<file path="config.mk">
export PLATFORM = sky130hd
export DESIGN_NAME = alu_exec_flat
export DESIGN_NICKNAME = d
export VERILOG_FILES = /design/src/rtl/alu_pkg.sv /design/src/rtl/alu_exec_if.sv /design/src/rtl/alu_mul_iter.sv /design/src/rtl/alu_exec.sv /design/src/flat_wrapper.sv
export SDC_FILE = /design/constraint.sdc
export NUM_CORES = 1
export LEC_CHECK = 0
export ABC_AREA = 0
export CELL_PAD_IN_SITES_DETAIL_PLACEMENT = 1
export CELL_PAD_IN_SITES_GLOBAL_PLACEMENT = 1
export CORE_MARGIN = 4
export CORE_UTILIZATION = 49
export DETAILED_ROUTE_END_ITERATION = 8
export DONT_BUFFER_PORTS = 1
export PLACE_DENSITY_LB_ADDON = 0.3
export SETUP_SLACK_MARGIN = 0.5
export SLEW_MARGIN = 20
export SYNTH_ARGS = -nofsm -noshare
export SYNTH_HDL_FRONTEND = slang
export SYNTH_SLANG_ARGS = --single-unit
</file>
<file path="constraint.sdc">
create_clock -name clk_i -period 5.1 [get_ports clk_i]
set_input_delay 0.51 -clock clk_i [delete_from_list [all_inputs] [get_ports clk_i]]
set_output_delay 0.51 -clock clk_i [all_outputs]
set_load 0.005 [all_outputs]
</file>
<file path="src/rtl/alu_pkg.sv">
// Shared ALU definitions: operation codes and execution-unit FSM encoding.
// The ALU control decoder imports this same package.
package alu_pkg;

    localparam logic [2:0] ALU_ADD = 3'd1;
    localparam logic [2:0] ALU_SUB = 3'd2;
    localparam logic [2:0] ALU_AND = 3'd3;
    localparam logic [2:0] ALU_OR  = 3'd4;
    localparam logic [2:0] ALU_MUL = 3'd5;

    typedef enum logic {
        StIdle = 1'b0,
        StMul  = 1'b1
    } alu_state_e;

endpackage

</file>
<file path="src/rtl/alu_exec_if.sv">
// Request/result bundle between the ID/EX stage logic and the EX execution unit.
interface alu_exec_if #(
    parameter int unsigned WIDTH = 32
);

    logic             start_i;
    logic [2:0]       ALUCtrl_i;
    logic [WIDTH-1:0] data1_i;
    logic [WIDTH-1:0] data2_i;
    logic [WIDTH-1:0] result_o;
    logic             zero_o;
    logic             done_o;
    logic             busy_o;

    // Pipeline side: issues requests, observes results and stall.
    modport master (
        output start_i, ALUCtrl_i, data1_i, data2_i,
        input  result_o, zero_o, done_o, busy_o
    );

    // Execution unit side.
    modport slave (
        input  start_i, ALUCtrl_i, data1_i, data2_i,
        output result_o, zero_o, done_o, busy_o
    );

endinterface

</file>
<file path="src/rtl/alu_mul_iter.sv">
// Iterative shift-add multiplier: one partial-product step per cycle, WIDTH steps.
// Only the low WIDTH product bits are produced; the high half of the shifted
// multiplicand can never reach them, so the registers keep just WIDTH bits.
module alu_mul_iter #(
    parameter int unsigned WIDTH = 32
) (
    input  logic             clk_i,
    input  logic             rst_i,
    input  logic             load_i,
    input  logic             step_i,
    input  logic [WIDTH-1:0] a_i,
    input  logic [WIDTH-1:0] b_i,
    output logic [WIDTH-1:0] product_low_o,
    output logic             last_o
);

    localparam int unsigned CntW = (WIDTH > 1) ? $clog2(WIDTH) : 1;
    localparam logic [CntW-1:0] CntLast = CntW'(WIDTH - 1);

    logic [WIDTH-1:0] mcand_q, mcand_d;
    logic [WIDTH-1:0] mplier_q, mplier_d;
    logic [WIDTH-1:0] acc_q, acc_d;
    logic [CntW-1:0]  cnt_q, cnt_d;

    // Next-state: load operands on accept, otherwise one shift-add step when enabled.
    always_comb begin
        mcand_d  = mcand_q;
        mplier_d = mplier_q;
        acc_d    = acc_q;
        cnt_d    = cnt_q;
        if (load_i) begin
            mcand_d  = a_i;
            mplier_d = b_i;
            acc_d    = '0;
            cnt_d    = '0;
        end else if (step_i) begin
            if (mplier_q[0]) begin
                acc_d = acc_q + mcand_q;
            end
            mcand_d  = mcand_q << 1;
            mplier_d = mplier_q >> 1;
            cnt_d    = cnt_q + CntW'(1);
        end
    end

    // Datapath registers; reset aborts any multiply in flight.
    always_ff @(posedge clk_i or negedge rst_i) begin
        if (!rst_i) begin
            mcand_q  <= '0;
            mplier_q <= '0;
            acc_q    <= '0;
            cnt_q    <= '0;
        end else begin
            mcand_q  <= mcand_d;
            mplier_q <= mplier_d;
            acc_q    <= acc_d;
            cnt_q    <= cnt_d;
        end
    end

    // Product after this cycle's step, so the final step's sum is captured directly.
    assign product_low_o = acc_d;
    assign last_o        = step_i && (cnt_q == CntLast);

endmodule

</file>
<file path="src/rtl/alu_exec.sv">
// EX-stage execution unit: single-cycle add/sub/and/or plus a 32-step iterative
// multiply that holds busy_o high so the pipeline stalls.
module alu_exec
    import alu_pkg::*;
#(
    parameter int unsigned WIDTH = 32
) (
    input  logic       clk_i,
    input  logic       rst_i,
    alu_exec_if.slave  bus
);

    alu_state_e       state_q, state_d;
    logic [WIDTH-1:0] result_q, result_d;
    logic             zero_q, zero_d;
    logic             done_q, done_d;

    logic             mul_load;
    logic             mul_step;
    logic [WIDTH-1:0] mul_product;
    logic             mul_last;

    alu_mul_iter #(
        .WIDTH (WIDTH)
    ) u_mul (
        .clk_i         (clk_i),
        .rst_i         (rst_i),
        .load_i        (mul_load),
        .step_i        (mul_step),
        .a_i           (bus.data1_i),
        .b_i           (bus.data2_i),
        .product_low_o (mul_product),
        .last_o        (mul_last)
    );

    // FSM next-state, single-cycle datapath and result/flag next values.
    always_comb begin
        state_d  = state_q;
        result_d = result_q;
        zero_d   = zero_q;
        done_d   = 1'b0;
        mul_load = 1'b0;
        mul_step = 1'b0;
        unique case (state_q)
            StIdle: begin
                if (bus.start_i) begin
                    done_d = 1'b1;
                    case (bus.ALUCtrl_i)
                        ALU_ADD: result_d = bus.data1_i + bus.data2_i;
                        ALU_SUB: result_d = bus.data1_i - bus.data2_i;
                        ALU_AND: result_d = bus.data1_i & bus.data2_i;
                        ALU_OR:  result_d = bus.data1_i | bus.data2_i;
                        ALU_MUL: begin
                            done_d   = 1'b0;
                            mul_load = 1'b1;
                            state_d  = StMul;
                        end
                        default: result_d = '0;
                    endcase
                end
            end
            StMul: begin
                // Requests arriving here are dropped, not queued.
                mul_step = 1'b1;
                if (mul_last) begin
                    result_d = mul_product;
                    done_d   = 1'b1;
                    state_d  = StIdle;
                end
            end
            default: state_d = StIdle;
        endcase
        // Flag tracks exactly the value loaded into the result register.
        if (done_d) begin
            zero_d = (result_d == '0);
        end
    end

    // State and output registers.
    always_ff @(posedge clk_i or negedge rst_i) begin
        if (!rst_i) begin
            state_q  <= StIdle;
            result_q <= '0;
            zero_q   <= 1'b1;
            done_q   <= 1'b0;
        end else begin
            state_q  <= state_d;
            result_q <= result_d;
            zero_q   <= zero_d;
            done_q   <= done_d;
        end
    end

    assign bus.result_o = result_q;
    assign bus.zero_o   = zero_q;
    assign bus.done_o   = done_q;
    assign bus.busy_o   = (state_q == StMul);

endmodule

</file>
<file path="src/flat_wrapper.sv">
// flat-port wrapper written by rule: the top's interface ports become plain ports
module alu_exec_flat import alu_pkg::*;
#(
    parameter int unsigned WIDTH = 32
)
  (clk_i, rst_i, bus_start_i, bus_ALUCtrl_i, bus_data1_i, bus_data2_i, bus_result_o, bus_zero_o, bus_done_o, bus_busy_o);
  alu_exec_if #(.WIDTH(WIDTH)) bus_i ();
  input  logic clk_i;
  input  logic rst_i;
  input wire logic [$bits(bus_i.start_i)-1:0] bus_start_i;
  input wire logic [$bits(bus_i.ALUCtrl_i)-1:0] bus_ALUCtrl_i;
  input wire logic [$bits(bus_i.data1_i)-1:0] bus_data1_i;
  input wire logic [$bits(bus_i.data2_i)-1:0] bus_data2_i;
  output wire logic [$bits(bus_i.result_o)-1:0] bus_result_o;
  output wire logic [$bits(bus_i.zero_o)-1:0] bus_zero_o;
  output wire logic [$bits(bus_i.done_o)-1:0] bus_done_o;
  output wire logic [$bits(bus_i.busy_o)-1:0] bus_busy_o;
  assign bus_i.start_i = bus_start_i;
  assign bus_i.ALUCtrl_i = bus_ALUCtrl_i;
  assign bus_i.data1_i = bus_data1_i;
  assign bus_i.data2_i = bus_data2_i;
  assign bus_result_o = bus_i.result_o;
  assign bus_zero_o = bus_i.zero_o;
  assign bus_done_o = bus_i.done_o;
  assign bus_busy_o = bus_i.busy_o;
  alu_exec #(.WIDTH(WIDTH)) u_core (.clk_i(clk_i), .rst_i(rst_i), .bus(bus_i));
endmodule
</file>
### Word level (Yosys, flattened, before mapping)

Index checks and enable logic that the tools add are counted.

* add/sub/neg operators: 4
* equality and inequality tests: 6
* mux-type cells: 23
* reductions and logical operators: 3
* bitwise logic cells: 3

Operators by type and width (count)
* two-way mux 32 bit: 9
* case mux 32 bit (5 select lines): 1
* adder 32 bit: 2
* case mux 32 bit (2 select lines): 1
* AND 32 bit: 1
* zero test 32 bit: 1
* bitwise OR 32 bit: 1
* subtractor 32 bit: 1
* two-way mux 5 bit: 2
* two-way mux 1 bit: 8
* equality test 3 x 2 -> 1 bit (second input constant): 2
* equality test 3 bit (second input constant): 2
* adder 5 x 1 -> 5 bit (second input constant): 1
* equality test 5 bit (second input constant): 1
* case mux 1 bit (2 select lines): 2
* equality test 3 x 1 -> 1 bit (second input constant): 1
* nonzero test 2 bit: 1
* logical AND 1 bit: 1
* inverter 1 bit: 1

* register bits: 136
* word-level logic and storage cells: 47
* input bits: 70
* output and inout bits: 35

### Depth between registers and ports, before layout

* depth in word-level cells: 8
* depth in mapped cells: 24
* depth with buffers taken out: 23

### Hierarchy

A second synthesis with hierarchy kept.

* cells, all modules: 1393
* area, all modules: 11556.1 um^2

Modules (own cells, without submodules)
* alu_mul_iter: sequential area each 2527.4 um^2, instances 1, area an instance 6007.0 um^2, cells each 637
* alu_exec: sequential area each 877.1 um^2, instances 1, area an instance 5549.1 um^2, cells each 756

### Worst setup path after synthesis

OpenSTA, ideal clock, no wires.

* path kind: input -> register
* from: in bus_data2_i[2]
* to: reg u_core.zero_q (netlist: u_core.bus.zero_o)
* cell stages on the path: 22
* arrival time: 4.840 ns
* path slack: 0.171 ns
* setup time: 0.089 ns
* required time: 5.011 ns
* path buffers: 2
* cell sequence: clkbuf_1 nor3_1 nand2b_1 nor4_1 nor2b_1 nand3b_1 o21ai_0 xor2_1 ha_1 clkbuf_1 a21oi_1 o21ai_0 nor3_1 a21oi_1 nand4_1 mux2i_1 a211o_1 nor4_1 and4_1 o311ai_1 or4_1 o32ai_2

* cells in the longest elaborated chain, start to end: 5
* elaborated cells between the ends (all ways): 8
* classes of those cells: add/sub: 2; mux: 3; bitwise: 2; reduce/logical: 1

Ends and longest elaborated chain
* start, declared: line flat_wrapper.sv:13 `input wire logic [$bits(bus_i.data2_i)-1:0] bus_data2_i;`
* subtractor 32 bit / adder 32 bit (equally long branches): line alu_exec.sv:50, alu_exec.sv:49
* case mux 32 bit (5 select lines) (*): line alu_exec.sv:48 `case (bus.ALUCtrl_i)`
* two-way mux 32 bit (*): line alu_exec.sv:46 `if (bus.start_i) begin`
* case mux 32 bit (2 select lines) (*): line alu_exec.sv:44 `unique case (state_q)`
* named net u_core.result_d[25]: line alu_exec.sv:14 `logic [WIDTH-1:0] result_q, result_d;`
* zero test 32 bit (*): line alu_exec.sv:75 `zero_d = (result_d == '0);`
* end signal, assigned: line alu_exec.sv:89 `zero_q <= zero_d;`
* end, declared: line alu_exec.sv:15 `logic zero_q, zero_d;`

Mark *: on every way through the listed nets, which the timed path passes. The rest lies on a longest branch.
A chain may end at the register's enable or synchronous reset.

### Final worst setup path

Ends and elaborated chain as after synthesis.

==> results by stage <==
Outcome:
- The flow ran to the end, and the final reports show no timing, DRC or antenna violations.

Yosys:
- Summing every instance area after synthesis gives 11800 µm².
- In the synthesized netlist, mux cells make up 6.67% of the area.
- Ranked by total cell area, the synthesized netlist is headed by dfrtp_1 (29%), o21ai_0 (7.7%), ha_1 (7.1%), a21oi_1 (6.6%), nand2_1 (6.5%).
- The post-synthesis cell count is 1499.
- The synthesized netlist devotes 7.45% of its cell area to adder and majority cells.
- In this run, synthesis inferred 0 flip-flops with an integrated enable.
- Dividing the synthesized area by the synthesized cell count gives 7.86 µm².
- By count the netlist is led by nand2_1 (205), o21ai_0 (182), a21oi_1 (155).
- Sequential elements use 28.9% of the synthesized area.
- The yosys synthesis warning count is 0.
- The total of flip-flops plus latches after synthesis is 136.
- The top cell type by area accounts for 28.7% of the synthesized area.
- The area share of and/or/nand/nor cells after synthesis is 18.0%.
- The share of flip-flops with an asynchronous set or reset after synthesis is 100%.
- The xor/xnor share of the synthesized area is 5.35%.
- By instance count, the leading cell after synthesis is nand2_1.
- The net count after synthesis is 1638.
- Summing the areas of all compound-gate instances in the mapped netlist gives 29.4% of the synthesized area.
- In the synthesized netlist the dominant register cell turns out to be dfrtp_1.
- dfrtp_1 takes more of the synthesized area than any other cell.
- The count of cell types in the netlist is 86.
- By area, the combinational part of the netlist is dominated by compound AO/OA/AOI/OAI gates.

Worst setup path:
- The worst setup path is of the in2reg kind.
- The kind of launch point of the worst setup path is an input pin.
- The critical path goes through nor3_4 > nand2b_1 > nor4_2 > nor2b_4 > nand3b_1 > nor4_4 > buf_4 > a21oi_2 > xnor2_1 > ha_1 > o21a_1 > o21a_1 > o22ai_2 > nor2_1 > o21ai_1 > nand3_1 > o221a_2 > nor4_1 > and4_1 > o311ai_1 > or4_4 > o32ai_4.
- For this design, the slowest cell found on the critical path is or4_4.
- Counting both buffers and inverters, the worst setup path holds a total of 1.
- For flop-to-flop paths, the worst setup slack is 530 ps.
- The most numerous cell type found on the critical path is o21a_1.
- The endpoint kind of the worst setup timing path is a register.
- STA puts the critical path data required time at 5450 ps.
- For this run, the slowest stage of the critical path takes 510 ps.
- The arrival time of data at the critical path endpoint is 5010 ps.
- Of all nets on the critical path, the largest fanout is 7.
- The kind of cell with the highest combined delay on the critical path is simple AND/OR/NAND/NOR gates.

Floorplan:
- Once the floorplan was initialized, standard cells occupied 50.1% of the core.
- The total core area is 23500 µm².
- The boundary pin count is 105.
- The floorplan step set the die height to 163 µm.
- In this run the core area contains 56 standard-cell rows.
- The floorplan step defined a die boundary enclosing 26600 µm².
- The die span in x is 163 µm.

Finish:
- The area added between synthesis and finish is 11.8%.
- The number of standard cells in the final layout excluding fillers is 1825.
- In the final layout, the multi-input gates occupy 8160 µm².
- The net count of the finished layout is 1632.
- After filler insertion, the fill cell instance count of the layout stands at 2914.
- The number of antenna diodes in the final layout is 0.
- The sequential cells in the finished layout cover a total of 3410 µm².
- The post-route netlist has 12.0% of its cells at a drive strength greater than 1.

Min path:
- In this run the worst hold path is classified as in2async.

Place:
- The minimum setup slack after placement is -48.1 ps.
- Once placement completed, the tool counted placed cells totaling 1767.
- The congestion estimate from routability-driven global placement came to 0.950.
- The final HPWL from detailed placement is 34.2 mm.
- Input and output buffers added on the ports amount to 0.

Pwr:
- VDD sags by at most 0.241 mV.
- Combinational logic burns 47.6% of the power.
- The power per cell area is 467 nW/µm².
- The cell-internal power is 3.25 mW.
- Of the total power, the clock network draws 20.0%.
- Summed over all cells, the static leakage comes to 5.87 nW.
- Per report_power, the sequential group accounts for 32.4% of the total.
- The net load switching power is 2.90 mW.
- Of the total power, the share spent switching nets is 47.1%.

Clock tree:
- After clock tree synthesis, the clock-pin slew on the worst setup and hold paths is 70 ps.
- In this run the number of H-tree levels came out at 4.
- The buffer levels on the longest clock path is 2.
- At the later pin of the worst-skew pair, clock insertion delay measures 440 ps.
- In this run, CTS created clock tree buffers numbering 17.
- Clock tree synthesis found a total of 136 sinks.
- TritonCTS built the clock tree.
- The clock root buffer is clkbuf_16.

GRT:
- The largest net degree at the start of global routing is 137.
- The final global-route overflow total is 0.
- The first-pass GRT wire length is 72.2 mm.
- The number of global-route vias before repair is 12500.
- The number of antenna violations at the first check in global routing is 0.
- The overall track demand over capacity in global routing is 34.6%.

Detailed routing:
- Once detail routing completed, the nets flagged for antenna violations numbered 0.
- After detailed routing, the average wire length per cell comes to 25.8 µm.
- The detailed router's first-iteration violation count is 1112.
- The routed design has 47.2 mm of wire.
- The ratio of routed vias to standard cells is 6.83.
- The first-pass detailed-route iteration total is 5.
- For this run, design rule violations remaining after detail routing come to 0.
- Across all layers, the routed design uses 12500 vias.

STA:
- The top achievable clock speed is 215 MHz.
- The minimum setup slack in the final design is 445 ps.
- Setup repair after global routing could not meet its margin everywhere.
- The max-slew headroom at the worst pin is 23.1%.
- Dividing the final minimum period by the clock period gives 91.3%.
- The minimum clock period after layout is 4660 ps.
- The count of final setup violators is 0.
- The count of final max-slew check failures is 0.
- The number of hold violations in the final report is 0.
- The pin slew with the least headroom to its limit is 1150 ps.
- The post-route clock skew is 12.3 ps.

Run:
- The max-capacitance violation count is 0.
-- per-layer routing --
layer	global-route usage (%)	up-vias	wire length (µm)	share of wire (%)
li1	-	5534	-	-
met4	12.7	0	2140	4.5
met3	5.90	129	3920	8.3
met1	48.9	6214	20300	43
met2	53.5	591	20900	44
met5	0	-	0	0
-- flip-flops by register name (all words and copies together), names as in the netlist --
signal,flops
u_core.bus.result_o,32
u_core.u_mul.acc_q,32
u_core.u_mul.mcand_q,32
u_core.u_mul.mplier_q,32
u_core.u_mul.cnt_q,5
u_core.bus.busy_o,1
u_core.bus.done_o,1
u_core.bus.zero_o,1
-- timing repair --
action | 4_1_cts | 5_1_grt
endpoints found under the setup margin | 1 | 2
hold buffers | 1 | 0
gates resized for setup | 26 | 33
pin swaps | 16 | 33
buffers inserted | 13 | 12
hold endpoints to repair | 136 | 0
-- stage by stage --
stage	cell area [µm²]	hold slack (ps)	util [%]	total power, mW	TNS, ps
finish	13200	20.2	56.0	6.15	0
global route	13200	74.5	56.0	6.49	0
global placement	12200	218	51.8	4.50	0
CTS	13000	96.1	55.1	5.97	0
floorplan	11800	214	-	3.76	0
detailed placement	12200	217	51.8	4.65	-48.1
-- logic make-up after synthesis --
logic type,after synthesis
and+or+nand+nor,467
AOI/OAI and AO/OA,552
DFF,136
muxes,78
buffers and inverters,125
xor gates and xnor gates,72
adders and majority gates,69
-- power groups by stage --
stage,clock network (mW),logic (mW),registers (mW)
6_report,1.23,2.93,1.99
5_1_grt,1.29,3.18,2.02
4_1_cts,1.22,2.78,1.96
3_5_place_dp,0,2.68,1.97
3_3_place_gp,0,2.55,1.95
2_1_floorplan,0,2.02,1.74
-- cell usage in the layout, fill, tap and decap left out, types with 8 or more instances in the layout --
| cell type | count |
|---|---|
| mux2i_1 | 74 |
| nor2_1 | 104 |
| nand3_1 | 24 |
| buf_4 | 69 |
| a21o_1 | 16 |
| o21a_1 | 9 |
| nand2_1 | 201 |
| a221oi_1 | 9 |
| or3_1 | 10 |
| o211ai_1 | 16 |
| inv_1 | 26 |
| a211oi_1 | 9 |
| a32o_1 | 23 |
| xor2_1 | 28 |
| o21ai_0 | 167 |
| dfrtp_1 | 134 |
| xnor2_1 | 43 |
| a21oi_1 | 145 |
| and3_1 | 8 |
| nand4_1 | 22 |
| a22oi_1 | 8 |
| o22ai_1 | 10 |
| nand2b_1 | 14 |
| o21ai_1 | 15 |
| a31oi_1 | 20 |
| nor3_1 | 16 |
| ha_1 | 61 |
| clkbuf_16 | 17 |
| a21oi_2 | 12 |
-- worst register-to-register path, cell delays in order (launching register included) --
cell and delay, ps:
dfrtp_1 410, ha_1 270, fa_1 430, a211oi_1 390, o31ai_2 160, o21ai_0 490
and2_1 270, o31ai_1 110, xor2_1 210, o221a_2 330, nor4_1 290, and4_1 240
o311ai_1 120, or4_4 520, o32ai_4 260
-- path summary, 6_finish.rpt --
| kind | from | endpoint | depth (start not counted) |
|---|---|---|---|
| max | bus_data2_i[2] | u_core.bus.zero_o | 22 |
| min | rst_i | u_core.u_mul.mplier_q[22] | 1 |
| max reg2reg | u_core.u_mul.mcand_q[0] | u_core.bus.zero_o | 14 |
| min reg2reg | u_core.u_mul.mplier_q[19] | u_core.u_mul.mplier_q[18] | 2 |
| max in group asynchronous | rst_i | u_core.bus.busy_o | 1 |
| min in group clk_i | bus_data2_i[31] | u_core.u_mul.mplier_q[31] | 2 |
-- cell type report --
class | instances | area share (%)
clock buffer | 19 | 3.29
clock inverter | 13 | 0.912
inverter | 30 | 0.855
multi-input combinational | 1238 | 61.9
sequential | 136 | 25.9
tap | 319 | 3.03
timing repair buffer | 70 | 4.14
No activity file was read; power rests on OpenSTA's default activity.
